$ cat config.mk
export PLATFORM = sky130hd
export DESIGN_NAME = spi_reg_ctrl
export DESIGN_NICKNAME = d
export VERILOG_FILES = /design/src/rtl/spi_reg_ctrl.sv
export SDC_FILE = /design/constraint.sdc
export NUM_CORES = 1
export LEC_CHECK = 0
export BUFFER_PORTS_ARGS = -buffer_cell sky130_fd_sc_hd__clkbuf_2
export CAP_MARGIN = 20
export CORE_MARGIN = 8
export CORE_UTILIZATION = 35
export DETAILED_ROUTE_END_ITERATION = 6
export GPL_TIMING_DRIVEN = 1
export PLACE_DENSITY_LB_ADDON = 0.3
export SYNTH_ARGS = -nofsm -noshare
export SYNTH_HDL_FRONTEND = slang
export SYNTH_SLANG_ARGS = --single-unit
$ cat constraint.sdc
create_clock -name i_Clk -period 1.75 [get_ports i_Clk]
set_clock_uncertainty 0.1 [all_clocks]
set_input_delay 0.0875 -clock i_Clk [delete_from_list [all_inputs] [get_ports i_Clk]]
set_output_delay 0.0875 -clock i_Clk [all_outputs]
set_load 0.01 [all_outputs]
$ cat src/rtl/spi_reg_ctrl.sv
// rtl/spi_reg_ctrl.sv - SPI byte-stream to register-bus bridge; burst address increment under SPI_REG_CTRL_AUTOINC_EN
// Command byte {rd, addr[6:0]} selects a register; following bytes are write data or read triggers.
module spi_reg_ctrl #(
   parameter logic [7:0] STATUS_BYTE = 8'hA5
) (
   input  logic       i_Clk,
   input  logic       i_Rst_L,
   input  logic       i_RX_DV,
   input  logic [7:0] i_RX_Byte,
   output logic       o_TX_DV,
   output logic [7:0] o_TX_Byte,
   input  logic       i_SPI_CS_n,
   output logic [6:0] o_Reg_Addr,
   output logic       o_Reg_Wr,
   output logic [7:0] o_Reg_WData,
   output logic       o_Reg_Rd,
   input  logic [7:0] i_Reg_RData,
   output logic       o_Busy
);

   typedef enum logic [1:0] {IDLE, CMD, WDATA, RDATA} state_t;

   state_t     state_q, state_d;
   logic       cs_meta_q, cs_s_q;
   logic [6:0] addr_q, addr_d, addr_inc;
   logic [6:0] reg_addr_q, reg_addr_d;
   logic [7:0] wdata_q, wdata_d;
   logic       wr_q, wr_d, rd_q, rd_d;
   logic       idle_entry_q, stat_q, rd_tx_q;
   logic [7:0] tx_byte_q;

`ifdef SPI_REG_CTRL_AUTOINC_EN
   assign addr_inc = addr_q + 7'd1;
`else
   assign addr_inc = addr_q;
`endif

   always_ff @(posedge i_Clk or negedge i_Rst_L) begin
      if (!i_Rst_L) begin
         cs_meta_q <= 1'b1;
         cs_s_q    <= 1'b1;
      end else begin
         cs_meta_q <= i_SPI_CS_n;
         cs_s_q    <= cs_meta_q;
      end
   end

   // A byte arriving as CS deasserts still completes a write, but no new read is started.
   always_comb begin
      state_d    = state_q;
      addr_d     = addr_q;
      reg_addr_d = reg_addr_q;
      wdata_d    = wdata_q;
      wr_d       = 1'b0;
      rd_d       = 1'b0;
      case (state_q)
         IDLE: begin
            if (!cs_s_q) state_d = CMD;
         end
         CMD: begin
            if (i_RX_DV) begin
               addr_d = i_RX_Byte[6:0];
               if (i_RX_Byte[7]) begin
                  state_d    = RDATA;
                  rd_d       = !cs_s_q;
                  reg_addr_d = i_RX_Byte[6:0];
               end else begin
                  state_d = WDATA;
               end
            end
         end
         WDATA: begin
            if (i_RX_DV) begin
               wr_d       = 1'b1;
               reg_addr_d = addr_q;
               wdata_d    = i_RX_Byte;
               addr_d     = addr_inc;
            end
         end
         RDATA: begin
            if (i_RX_DV) begin
               addr_d     = addr_inc;
               rd_d       = !cs_s_q;
               reg_addr_d = addr_inc;
            end
         end
         default: state_d = IDLE;
      endcase
      if (cs_s_q) state_d = IDLE;
   end

   always_ff @(posedge i_Clk or negedge i_Rst_L) begin
      if (!i_Rst_L) begin
         state_q      <= IDLE;
         addr_q       <= 7'd0;
         reg_addr_q   <= 7'd0;
         wdata_q      <= 8'd0;
         wr_q         <= 1'b0;
         rd_q         <= 1'b0;
         idle_entry_q <= 1'b1;
         stat_q       <= 1'b0;
         rd_tx_q      <= 1'b0;
         tx_byte_q    <= 8'd0;
      end else begin
         state_q      <= state_d;
         addr_q       <= addr_d;
         reg_addr_q   <= reg_addr_d;
         wdata_q      <= wdata_d;
         wr_q         <= wr_d;
         rd_q         <= rd_d;
         idle_entry_q <= (state_d == IDLE) && (state_q != IDLE);
         stat_q       <= idle_entry_q;
         // Read data is forwarded only if the transaction is still open.
         rd_tx_q      <= rd_q && !cs_s_q && (state_q != IDLE);
         if (idle_entry_q) begin
            tx_byte_q <= STATUS_BYTE;
         end else if (rd_tx_q) begin
            tx_byte_q <= i_Reg_RData;
         end
      end
   end

   assign o_TX_DV     = stat_q | rd_tx_q;
   assign o_TX_Byte   = rd_tx_q ? i_Reg_RData : tx_byte_q;
   assign o_Reg_Addr  = reg_addr_q;
   assign o_Reg_Wr    = wr_q;
   assign o_Reg_WData = wdata_q;
   assign o_Reg_Rd    = rd_q;
   assign o_Busy      = ~cs_s_q;

endmodule
======== Word-level counts from Yosys, hierarchy flattened ========
Cells that the tools add are included.
storage, ports and cells
  register bits after elaboration ......... 39
  bits in latches ......................... 0
  bits in writable memories ............... 0
  memory bits (read-only) ................. 0
  input port bits ......................... 20
  memories ................................ 0
cells by class
  $add $sub $neg .......................... 0
  multipliers ............................. 0
  divide/modulo/power cells ............... 0
  $lt $le $gt $ge ......................... 0
  equality and inequality tests ........... 6
  shift operators ......................... 0
  mux-type cells .......................... 16
  bitwise logic cells ..................... 2
  reduce and logical (&&, ||, !) cells .... 12
operators with widths
  operator            number
  $mux 7              3
  $mux 8              2
  $pmux 7 s2          1
  $mux 1              6
  $eq 2x2->1 const B  2
  $logic_not 2->1     2
  $mux 2              2
  $ne 2x2->1 const B  2
  $pmux 2 s2          1
  $reduce_and 2->1    2
  $reduce_and 4->1    1
  $reduce_bool 2->1   2
  $logic_and 1x1->1   3
  $eq 2x1->1 const B  1
  $ne 2x1->1 const B  1
  $pmux 1 s2          1
  $reduce_or 2->1     1
  $logic_not 1->1     1
  $not 1->1           1
  $or 1x1->1          1

======== Longest topological paths before layout ========
  word-level depth ........................ 6
  mapped depth ............................ 5
  gate-level depth less buffers ........... 3

======== Worst setup path before layout ========
Ideal clock, no wire load.
  path kind ............................... reg-to-reg
  start ................................... register rd_tx_q
  end ..................................... register tx_byte_q[0]
  arrival ................................. 1.122 ns
  required time ........................... 1.523 ns
  path slack .............................. 0.400 ns
  stages on the path, launching flop included .. 4
  path buffers ............................ 1
  clock period less this slack ............ 1.350 ns
  cell sequence ........................... dfrtp_1 > buf_2 > mux2_2 > or2_2
on the way
  cells in the longest elaborated chain, start to end .. 2
RTL lines
  what                    line  source
  start, declared         29    logic idle_entry_q, stat_q, rd_tx_q;
  start signal, assigned  114   rd_tx_q <= rd_q && !cs_s_q && (state_q != IDLE);
  $mux 8                  n/a
  via o_TX_Byte[0]        11    output logic [7:0] o_TX_Byte,
  $mux 8                  n/a
  end signal, assigned    118   tx_byte_q <= i_Reg_RData;
  end, declared           30    logic [7:0] tx_byte_q;
The timed path passes the listed nets, and every way through them passes these cells.
A chain may end at the register's enable or synchronous reset.

======== Final worst setup path ========
  start ................................... register rd_tx_q
  end ..................................... output port o_TX_Byte[7]
on the way
  cells in the longest elaborated chain, start to end .. 1
RTL lines
  what           line
  $mux 8         n/a
  end, declared  11
No other way between the ends.

==> impl_metrics.ini <==
[status]
status = finished clean

[setup_path]
cp.arrival_ns = 1.34
crit_fanout = 9
reg2reg_depth = 3
start_kind = flip-flop
critPathRequiredTime_ns = 1.56
worst-path-stages = 2
critPathCaptureType = output port
critical_path.top_delay_family = flip-flops
crit_type = flip-flop to output port
worst_path_largest_cell_delay_ns = 0.53
cp_slowest_cell = dfrtp_1
path_buf_inv = 1
cp_cell_sequence = mux2_2 > clkbuf_2

[logic_synthesis]
syn_avg_cell_area_um2 = 14.1
async_reset_ff_frac = 1.00
synth_warnings = 0
synth-edff-count = 0
yosysUniqueCellTypes = 20
synth_top_cell_area_share = 0.566
synth_most_common_cell = dfrtp_1
synth-seq-cells = 39
syn-num-nets = 133
synthesis.area_um2 = 1590
synth.yosys.seq_area_share = 0.615
yosysTopAreaCell = dfrtp_1
synth_area_leaders = dfrtp_1, mux2_2, mux2_4, dfstp_2, mux2i_1
syn-instance-count = 113
synthFlopType = dfrtp_1
synth_commonest_cells = dfrtp_1, mux2_2, a21oi_1

[sta]
slew_headroom = 0.644
finalCriticalPeriod_ns = 1.53
rsz0062_at_grt = false
setup_ws_ns = 0.224
tns_ns = 0
max_freq_mhz = 656
worstMarginPinSlew_ns = 0.534
hold_violations = 0
maxSlewViolCount = 0
fin_crit_sh = 0.872
setup_viol = 0

[die]
ios = 47
core_um2 = 4380
initial_core_util = 0.363
die_area_um2 = 6970
die-width_um = 83.5
die-height_um = 83.5
rows = 24

[placed_design]
dp_cells = 210
dpl.hpwl_um = 2570
pre_cts_slack_ns = 0.278
io_buffers = 46
place_congestion = 0.695

[cells_and_area]
final_layout_size_suffix_gt1_frac = 0.511
fillers = 422
nets = 195
final_util = 0.471
stdcell_count = 228
multi_input_area_um2 = 564
syn2layout_area_growth_pct = 29.7
diodes = 0
regArea_um2 = 980

[cts]
ctsHoldBuffers = 10
cts.htree.levels = 2
cts.repair.resized = 0
cts.sinks = 39
cts_tree = yes
clock_latency_ns = 0.29
clockBufferDepth = 2
path_clk_slew_ns = 0.07
cts_setup_buffers = 0
cts_buffers = 5
cts_root_buf = clkbuf_8

[route]
wl_per_cell_um = 14.9
antenna_left = 0
drtIter0Drc = 28
avgViaCountPerCell = 4.87
via_count = 1110
firstDrtPassIters = 4
drt-total-wl_um = 3400
drc = 0

[power_and_ir_drop]
power.leakage_uw = 0.000996
ir_worst_vdd_mv = 0.569
cellPowerDensity_nw_per_um2 = 1070

[grt]
grt_pass1_wl_um = 5900
grt_overflow_total = 0
grt_pass1_vias = 1247
track_usage = 0.101
antenna_found_initial = 0
grt_max_degree = 24

[hold_path]
holdPathStages = 3
hold_path_class = input port to flip-flop

[run]
drv_cap = 0
stage by stage:
step	hold WS, ns	power (µW)	area [µm²]
after floorplan	-0.308	1430	1590
after global placement	-0.0153	1630	1880
after detailed placement	-0.00631	1650	1880
after CTS	0.0437	2240	2070
after global routing	0.0422	2340	2070
final	0.0475	2210	2070
where the power goes:
group	internal (µW)	total, µW	switching [µW]
clock network	279	571	291
registers	1060	1150	88.8
logic	260	487	227
total	1600	2210	608
layer usage:
| metal | track usage | wire length, µm |
|---|---|---|
| met5 | 0 | 0 |
| met4 | 0.0283 | 42 |
| met3 | 0.0596 | 359 |
| met2 | 0.163 | 1590 |
| met1 | 0.109 | 1410 |
cells in the final DEF (no fill, tap or decap), types with 2 or more instances in the layout:
cell type	count
dlygate4sd3_1	10
or2_2	5
a21oi_1	8
nor2_1	4
nand2_2	2
a31oi_1	7
clkbuf_8	5
mux2_4	7
dfrtp_1	36
mux2_2	16
dfstp_2	3
inv_1	2
nor2b_1	5
buf_4	5
mux2i_1	7
clkbuf_1	2
clkbuf_2	46
cell type report:
type                            instances  share of cell area
Sequential cell                        39               0.474
Multi-Input combinational cell         66               0.273
Timing Repair Buffer                   61               0.178
Clock buffer                            7              0.0369
Tap cell                               52              0.0315
Inverter                                2             0.00363
Clock inverter                          1             0.00242
worst reg2reg max path, cell delays in order, from the launching register on:
cell and delay, ns:
dfrtp_1 0.45, nand2_2 0.09, or2_1 0.39, mux2_4 0.34
worst paths after layout:
| check | end | slack, ns | from |
|---|---|---|---|
| hold / removal | tx_byte_q[5]$_DFF_PN0_ | 0.05 | i_Reg_RData[5] |
| setup / recovery | o_TX_Byte[7] | 0.22 | rd_tx_q$_DFF_PN0_ |
| max in group asynchronous | o_Reg_Addr[6]$_DFFE_PN0P_ | 0.79 | i_Rst_L |
| min in group asynchronous | o_Reg_Addr[2]$_DFFE_PN0P_ | 0.22 | i_Rst_L |
| hold reg to reg | cs_s_q$_DFF_PN1_ | 0.26 | cs_meta_q$_DFF_PN1_ |
| setup reg to reg | addr_inc[4]$_DFFE_PN0P_ | 0.27 | state_q[0]$_DFF_PN0_ |
sequential cells by signal, summed over array words and instances (netlist names):
register and cells:
addr_inc 7, cs_meta_q 1, cs_s_q 1, idle_entry_q 1, o_Reg_Addr 7, o_Reg_Rd 1, o_Reg_WData 8, o_Reg_Wr 1
rd_tx_q 1, stat_q 1, state_q 2, tx_byte_q 8
cells by family (layout without fill, tap and decap cells):
family	count (synthesis)	count (layout)	share of synthesized area
muxes	30	30	0.223
DFF	39	39	0.615
AOI/OAI and AO/OA	17	17	0.0628
buffers and inverters	8	71	0.0306
and+or+nand+nor	19	19	0.0683
Power figures use the tool's default switching activity.
